## src/rtl/vga_stream_rx.sv

```systemverilog
// ---------------------------------------------------------------------------
// vga_stream_rx
//
// Receive end of a VGA output. Registers the incoming colour/meta/sync
// signals, locks a local raster counter to the falling edges of the
// active-low syncs, and emits every visible pixel as a valid/ready stream
// through a small first-word-fall-through FIFO.
//
// Ports
//   clk, reset_n          pixel clock (rising edge), async active-low reset
//   enable                capture enable; low forces SEEK, FIFO keeps draining
//   clear_err             one-cycle pulse clearing err_h, err_v, overflow
//   vga_red/grn/blu/meta  incoming pixel colour components and side-band meta
//   vga_hsync, vga_vsync  incoming active-low syncs
//   out_x, out_y          raster coordinate of the emitted pixel
//   out_color, out_meta   {red,grn,blu} and meta of the emitted pixel
//   out_sof, out_eol      pixel is (0,0) / last pixel of its line
//   out_valid, out_ready  stream handshake
//   locked                timing lock currently held
//   err_h, err_v          sticky sync-position errors
//   overflow              sticky: a visible pixel was dropped on a full FIFO
// ---------------------------------------------------------------------------
module vga_stream_rx #(
  parameter int H_VISIBLE     = 640,
  parameter int H_FRONT_PORCH = 16,
  parameter int H_SYNC_PULSE  = 96,
  parameter int H_BACK_PORCH  = 48,
  parameter int H_WHOLE_LINE  = 800,
  parameter int V_VISIBLE     = 480,
  parameter int V_FRONT_PORCH = 10,
  parameter int V_SYNC_PULSE  = 2,
  parameter int V_BACK_PORCH  = 33,
  parameter int V_WHOLE_FRAME = 525,
  parameter int PIXEL_BITS    = 12,
  parameter int META_BITS     = 4,
  parameter int FIFO_DEPTH    = 4
) (
  input  logic                          clk,
  input  logic                          reset_n,
  input  logic                          enable,
  input  logic                          clear_err,
  input  logic [PIXEL_BITS/3-1:0]       vga_red,
  input  logic [PIXEL_BITS/3-1:0]       vga_grn,
  input  logic [PIXEL_BITS/3-1:0]       vga_blu,
  input  logic [META_BITS-1:0]          vga_meta,
  input  logic                          vga_hsync,
  input  logic                          vga_vsync,
  output logic [$clog2(H_VISIBLE)-1:0]  out_x,
  output logic [$clog2(V_VISIBLE)-1:0]  out_y,
  output logic [PIXEL_BITS-1:0]         out_color,
  output logic [META_BITS-1:0]          out_meta,
  output logic                          out_sof,
  output logic                          out_eol,
  output logic                          out_valid,
  input  logic                          out_ready,
  output logic                          locked,
  output logic                          err_h,
  output logic                          err_v,
  output logic                          overflow
);

  localparam int COLOR_BITS = PIXEL_BITS / 3;
  localparam int XW  = $clog2(H_VISIBLE);
  localparam int YW  = $clog2(V_VISIBLE);
  localparam int XCW = $clog2(H_WHOLE_LINE);
  localparam int YCW = $clog2(V_WHOLE_FRAME);
  localparam int AW  = $clog2(FIFO_DEPTH);

  localparam logic [XCW-1:0] H_SYNC_START = XCW'(H_VISIBLE + H_FRONT_PORCH);
  localparam logic [XCW-1:0] H_LAST       = XCW'(H_WHOLE_LINE - 1);
  localparam logic [XCW-1:0] H_VIS_C      = XCW'(H_VISIBLE);
  localparam logic [XCW-1:0] H_EOL        = XCW'(H_VISIBLE - 1);
  localparam logic [YCW-1:0] V_SYNC_START = YCW'(V_VISIBLE + V_FRONT_PORCH);
  localparam logic [YCW-1:0] V_LAST       = YCW'(V_WHOLE_FRAME - 1);
  localparam logic [YCW-1:0] V_VIS_C      = YCW'(V_VISIBLE);
  localparam logic [AW:0]    DEPTH_C      = (AW + 1)'(FIFO_DEPTH);

  // The wrap points come from the WHOLE parameters, so they must agree with
  // the individual porch/pulse widths or lock would never hold.
  if (H_VISIBLE + H_FRONT_PORCH + H_SYNC_PULSE + H_BACK_PORCH != H_WHOLE_LINE) begin : g_bad_h
    $error("vga_stream_rx: horizontal timing parameters are inconsistent");
  end
  if (V_VISIBLE + V_FRONT_PORCH + V_SYNC_PULSE + V_BACK_PORCH != V_WHOLE_FRAME) begin : g_bad_v
    $error("vga_stream_rx: vertical timing parameters are inconsistent");
  end
  if (FIFO_DEPTH < 2 || (1 << AW) != FIFO_DEPTH) begin : g_bad_fifo
    $error("vga_stream_rx: FIFO_DEPTH must be a power of two >= 2");
  end

  typedef enum logic {SEEK, LOCKED} state_t;

  typedef struct packed {
    logic [XW-1:0]           x;
    logic [YW-1:0]           y;
    logic [3*COLOR_BITS-1:0] color;
    logic [META_BITS-1:0]    meta;
    logic                    sof;
    logic                    eol;
  } entry_t;

  state_t                  state_q, state_d;
  logic [COLOR_BITS-1:0]   s1_red_q, s1_grn_q, s1_blu_q;
  logic [META_BITS-1:0]    s1_meta_q;
  logic                    s1_hs_q, s1_vs_q, prev_hs_q, prev_vs_q;
  logic [XCW-1:0]          x_q, x_d;
  logic [YCW-1:0]          y_q, y_d;
  logic                    err_h_q, err_h_d, err_v_q, err_v_d, ovf_q, ovf_d;
  entry_t                  mem_q [FIFO_DEPTH];
  entry_t                  mem_d [FIFO_DEPTH];
  logic [AW:0]             wr_ptr_q, wr_ptr_d, rd_ptr_q, rd_ptr_d;

  logic   hfall, vfall, bad_h, bad_v, active, visible;
  logic   push, pop, fifo_empty, fifo_full;
  entry_t new_entry, head;

  // Next-state logic: sync-edge checking against the local raster counter,
  // counter advance, FIFO push/pop and the sticky status flags.
  always_comb begin
    state_d  = state_q;
    x_d      = x_q;
    y_d      = y_q;
    mem_d    = mem_q;
    wr_ptr_d = wr_ptr_q;
    rd_ptr_d = rd_ptr_q;

    hfall = prev_hs_q & ~s1_hs_q;
    vfall = prev_vs_q & ~s1_vs_q;

    // A fall at the wrong place and a missing fall at the right place are
    // both just "fall present != fall expected".
    bad_h = hfall ^ (x_q == H_SYNC_START);
    bad_v = vfall ^ ((x_q == '0) && (y_q == V_SYNC_START));

    active  = (state_q == LOCKED) && enable;
    visible = (x_q < H_VIS_C) && (y_q < V_VIS_C);
    push    = active && !bad_h && !bad_v && visible;

    fifo_empty = (wr_ptr_q == rd_ptr_q);
    fifo_full  = ((wr_ptr_q - rd_ptr_q) == DEPTH_C);
    pop        = !fifo_empty && out_ready;

    new_entry.x     = x_q[XW-1:0];
    new_entry.y     = y_q[YW-1:0];
    new_entry.color = {s1_red_q, s1_grn_q, s1_blu_q};
    new_entry.meta  = s1_meta_q;
    new_entry.sof   = (x_q == '0) && (y_q == '0);
    new_entry.eol   = (x_q == H_EOL);

    // A pop in the same cycle frees the slot, so a full FIFO still accepts.
    if (push && (!fifo_full || pop)) begin
      mem_d[wr_ptr_q[AW-1:0]] = new_entry;
      wr_ptr_d = wr_ptr_q + 1'b1;
    end
    if (pop) begin
      rd_ptr_d = rd_ptr_q + 1'b1;
    end

    err_h_d = (active && bad_h) || (err_h_q && !clear_err);
    err_v_d = (active && bad_v) || (err_v_q && !clear_err);
    ovf_d   = (push && fifo_full && !pop) || (ovf_q && !clear_err);

    unique case (state_q)
      SEEK: begin
        // The vsync fall marks (0, V_SYNC_START); the next s1 sample is x=1.
        if (enable && vfall) begin
          state_d = LOCKED;
          x_d     = XCW'(1);
          y_d     = V_SYNC_START;
        end
      end
      LOCKED: begin
        if (!enable || bad_h || bad_v) begin
          state_d = SEEK;
        end else if (x_q == H_LAST) begin
          x_d = '0;
          y_d = (y_q == V_LAST) ? '0 : y_q + 1'b1;
        end else begin
          x_d = x_q + 1'b1;
        end
      end
      default: state_d = SEEK;
    endcase
  end

  // All state, including the input stage, resets asynchronously; the sync
  // history resets high so an idle (high) sync never looks like a fall.
  always_ff @(posedge clk or negedge reset_n) begin
    if (!reset_n) begin
      state_q   <= SEEK;
      s1_red_q  <= '0;
      s1_grn_q  <= '0;
      s1_blu_q  <= '0;
      s1_meta_q <= '0;
      s1_hs_q   <= 1'b1;
      s1_vs_q   <= 1'b1;
      prev_hs_q <= 1'b1;
      prev_vs_q <= 1'b1;
      x_q       <= '0;
      y_q       <= '0;
      err_h_q   <= 1'b0;
      err_v_q   <= 1'b0;
      ovf_q     <= 1'b0;
      wr_ptr_q  <= '0;
      rd_ptr_q  <= '0;
      for (int i = 0; i < FIFO_DEPTH; i++) begin
        mem_q[i] <= '0;
      end
    end else begin
      state_q   <= state_d;
      s1_red_q  <= vga_red;
      s1_grn_q  <= vga_grn;
      s1_blu_q  <= vga_blu;
      s1_meta_q <= vga_meta;
      s1_hs_q   <= vga_hsync;
      s1_vs_q   <= vga_vsync;
      prev_hs_q <= s1_hs_q;
      prev_vs_q <= s1_vs_q;
      x_q       <= x_d;
      y_q       <= y_d;
      err_h_q   <= err_h_d;
      err_v_q   <= err_v_d;
      ovf_q     <= ovf_d;
      wr_ptr_q  <= wr_ptr_d;
      rd_ptr_q  <= rd_ptr_d;
      mem_q     <= mem_d;
    end
  end

  // Fields are forced to zero while empty so nothing stale is presented.
  assign head      = fifo_empty ? '0 : mem_q[rd_ptr_q[AW-1:0]];
  assign out_valid = !fifo_empty;
  assign out_x     = head.x;
  assign out_y     = head.y;
  assign out_color = PIXEL_BITS'(head.color);
  assign out_meta  = head.meta;
  assign out_sof   = head.sof;
  assign out_eol   = head.eol;
  assign locked    = (state_q == LOCKED);
  assign err_h     = err_h_q;
  assign err_v     = err_v_q;
  assign overflow  = ovf_q;

endmodule

```

## config.mk

```make
export PLATFORM = sky130hd
export DESIGN_NAME = vga_stream_rx
export DESIGN_NICKNAME = d
export VERILOG_FILES = /design/src/rtl/vga_stream_rx.sv
export SDC_FILE = /design/constraint.sdc
export NUM_CORES = 1
export LEC_CHECK = 0
export CORE_MARGIN = 8
export CORE_UTILIZATION = 59
export CTS_CLUSTER_SIZE = 25
export DETAILED_ROUTE_END_ITERATION = 8
export GPL_ROUTABILITY_DRIVEN = 0
export GPL_TIMING_DRIVEN = 0
export PLACE_DENSITY_LB_ADDON = 0.1
export SLEW_MARGIN = 10
export SYNTH_ARGS = -nofsm -noshare
export SYNTH_HDL_FRONTEND = slang
export SYNTH_SLANG_ARGS = --single-unit
```

## constraint.sdc

```tcl
create_clock -name clk -period 3.9 [get_ports clk]
set_input_delay 0.975 -clock clk [delete_from_list [all_inputs] [get_ports clk]]
set_output_delay 0.975 -clock clk [all_outputs]
set_load 0.01 [all_outputs]
```

==> impl_metrics.json <==
{
  "cts_inserted_buffers": 17,
  "yosys.area.top_type": "dfrtp_1",
  "power_leakage_nw": 5.35,
  "syn_nets": 681,
  "synth_cell_type_count": 56,
  "yosys_warnings": 0,
  "io_buffer_count": 64,
  "regArea_um2": 4960,
  "nFillCells": 1067,
  "htreeDepth": 4,
  "clockBufferDepth": 2,
  "synthCells": 646,
  "coreArea_um2": 15700,
  "core.rowCount": 46,
  "ioPinCount": 65,
  "cp_data_required_time_ns": 2.92,
  "first_global_vias": 6143,
  "power.switching_mw": 1.60,
  "nets": 766,
  "synth.most_common_cell": "dfrtp_1",
  "tightest_slew_ns": 0.823,
  "cts_root_buf": "clkbuf_16",
  "clk_pin_slew_worst_paths_ns": 0.07,
  "clock_skew_ns": 0.00671,
  "setup_viol": 0,
  "ant_nets": 0,
  "area_growth_pct": 17.4,
  "outcome": "finished, final reports clean",
  "synthTopCellsByCount": "dfrtp_1 (194), mux2_2 (85), mux2_4 (58)",
  "ys_ff_latch": 198,
  "antenna_cells_inserted": 0,
  "dp_hpwl_mm": 13.1,
  "drive_gt1_share_pct": 34.9,
  "hold_violations": 0,
  "initial_utilization_pct": 59.6,
  "cp-start-kind": "flip-flop",
  "cts-hold-fix-buffers": 0,
  "multiInputGateArea_um2": 4120,
  "grt_setup_unrepaired": "false",
  "clock_latency_ns": 0.43,
  "cts.sinks": 198,
  "path_class": "reg -> out",
  "async_flop_share_pct": 100,
  "via_count": 5611,
  "synth-edff-count": 0,
  "p_sw_share_pct": 28.7,
  "met1_length_mm": 8.41,
  "grt_util_all_layers_pct": 21.2,
  "cap_violations": 0,
  "drv_slew": 0,
  "whs_ns": 0.365,
  "grt_pass1_wl_mm": 33.0,
  "worstPathMaxFanout": 10,
  "fp.dieArea_um2": 20200,
  "placedCellCount": 927,
  "synth_flop_cell": "dfrtp_1",
  "die_height_um": 142,
  "antenna_found_initial": 0,
  "drtPass1Iterations": 4,
  "max_freq_mhz": 264,
  "die_w_um": 142,
  "crit_arrival_ns": 2.82,
  "pwr-share-clk_pct": 33.3,
  "yosys-top-cells-area": "dfrtp_1 (52%), mux2_2 (10%), mux2_4 (9.3%), mux4_2 (8.9%), and2_1 (2.7%)",
  "power.share.combinational_pct": 23.7,
  "syn_area_per_cell_um2": 14.5,
  "grt.overflow.total": 0,
  "drcViolationCount": 0,
  "routed-wl-met2_mm": 10.2,
  "peakVddDrop_mv": 0.349,
  "hp-class": "reg -> reg",
  "post-route-period-util_pct": 97.3,
  "end_kind": "output pin",
  "wire_per_inst_um": 20.6,
  "synth_top_area_share_pct": 51.9,
  "syn_area_um2": 9360,
  "powerDensity_nw_per_um2": 507,
  "slew_headroom_pct": 45.1,
  "grt_max_degree": 110,
  "r2r_slack_ns": 0.70,
  "layout.cells.non_filler": 958,
  "fin_setup_tns_ns": 0,
  "vias_per_cell": 5.86,
  "p_int_mw": 3.97,
  "seqPwrFrac_pct": 43.0,
  "drt_wl_total_mm": 19.8,
  "drt_iter0_markers": 418,
  "wl_met3_um": 909,
  "seq_area_frac_synth_pct": 53.0,
  "fin_crit_ns": 3.79,
  "topRoutingLayerUsed": "met4",
  "cts_tree": "yes"
}
## cell type report
class / instances / area share, %
clock inverters: 12 / 1.62
repair buffers: 66 / 6.22
inverters: 15 / 0.512
well taps: 216 / 2.46
flip-flops and latches: 198 / 45.1
multi-input cells: 390 / 37.5
clock buffers: 18 / 4.00
plain buffers: 43 / 2.56
## final timing paths
check | startpoint | to | cells past startpoint
worst max-delay path | rd_ptr_q[1] | out_y[4] | 9
worst min-delay path | s1_hs_q | prev_hs_q | 0
worst max register to register | rd_ptr_q[1] | mem_q[88] | 10
worst min register to register | s1_hs_q | prev_hs_q | 0
max in group asynchronous | reset_n | mem_q[126] | 2
min in group asynchronous | reset_n | mem_q[143] | 1
## logic make-up (layout without fill, tap and decap cells)
family	after synthesis	in the layout	synth area share, %
muxes	188	188	29.4
adders and majority gates	12	12	1.60
DFF	198	198	53.0
and+or+nand+nor	136	136	8.93
buffers and inverters	58	154	3.07
AOI/OAI and AO/OA	49	49	3.57
xor gates and xnor gates	5	5	0.468
## repair_timing
action	CTS	global route
setup buffers	0	1
setup endpoints to repair	74	29
gates resized for setup	23	10
hold endpoints to repair	0	0
## placed cells by master (no fill, tap or decap), types with 12 or more instances in the layout
master / n
dfrtp_1: 193
o21ai_0: 12
clkbuf_16: 17
mux2_2: 85
mux2_4: 58
nor2_1: 16
nand2_1: 22
clkbuf_1: 15
and2_1: 41
mux4_2: 37
inv_1: 15
clkdlybuf4s50_1: 62
ha_1: 12
## state kept, by name, summed over array words and instances, names as in the netlist, 3 cells and up
signal / count
mem_q: 148
x_q: 10
y_q: 10
s1_blu_q: 4
s1_grn_q: 4
s1_meta_q: 4
s1_red_q: 4
rd_ptr_q: 3
wr_ptr_q: 3
## critical path, cell delays in order, from the launching register on
cell,delay (ns)
dfrtp_2,0.42
buf_8,0.17
buf_8,0.17
inv_1,0.06
ha_1,0.31
nand3_2,0.14
clkbuf_8,0.19
clkbuf_4,0.21
and2_1,0.16
clkdlybuf4s50_1,0.55
## per-layer routing
| metal | global-route usage, % | vias up |
|---|---|---|
| met4 | 7.35 | 0 |
| met2 | 36.0 | 133 |
| met5 | 0 | - |
| met3 | 4.46 | 19 |
| met1 | 26.5 | 2943 |
| li1 | - | 2516 |
## per-stage QoR
stage	utilization (%)	setup slack (ns)	cell area, um^2	total power, mW
floorplan	-	0.757	9360	3.20
global placement	65.4	-5.90	10300	3.63
detailed placement	65.6	-0.911	10300	3.69
CTS	69.8	0.00755	11000	5.59
global route	69.9	0.000766	11000	5.82
finish	69.9	0.105	11000	5.57
## power groups by stage
stage / registers (mW) / clock network, mW / logic [mW]
2_1_floorplan: 2.37 / 0 / 0.830
3_5_place_dp: 2.42 / 0 / 1.26
5_1_grt: 2.42 / 1.97 / 1.43
4_1_cts: 2.39 / 1.88 / 1.32
3_3_place_gp: 2.41 / 0 / 1.22
6_report: 2.39 / 1.85 / 1.32
No activity file was read; power rests on OpenSTA's default activity.
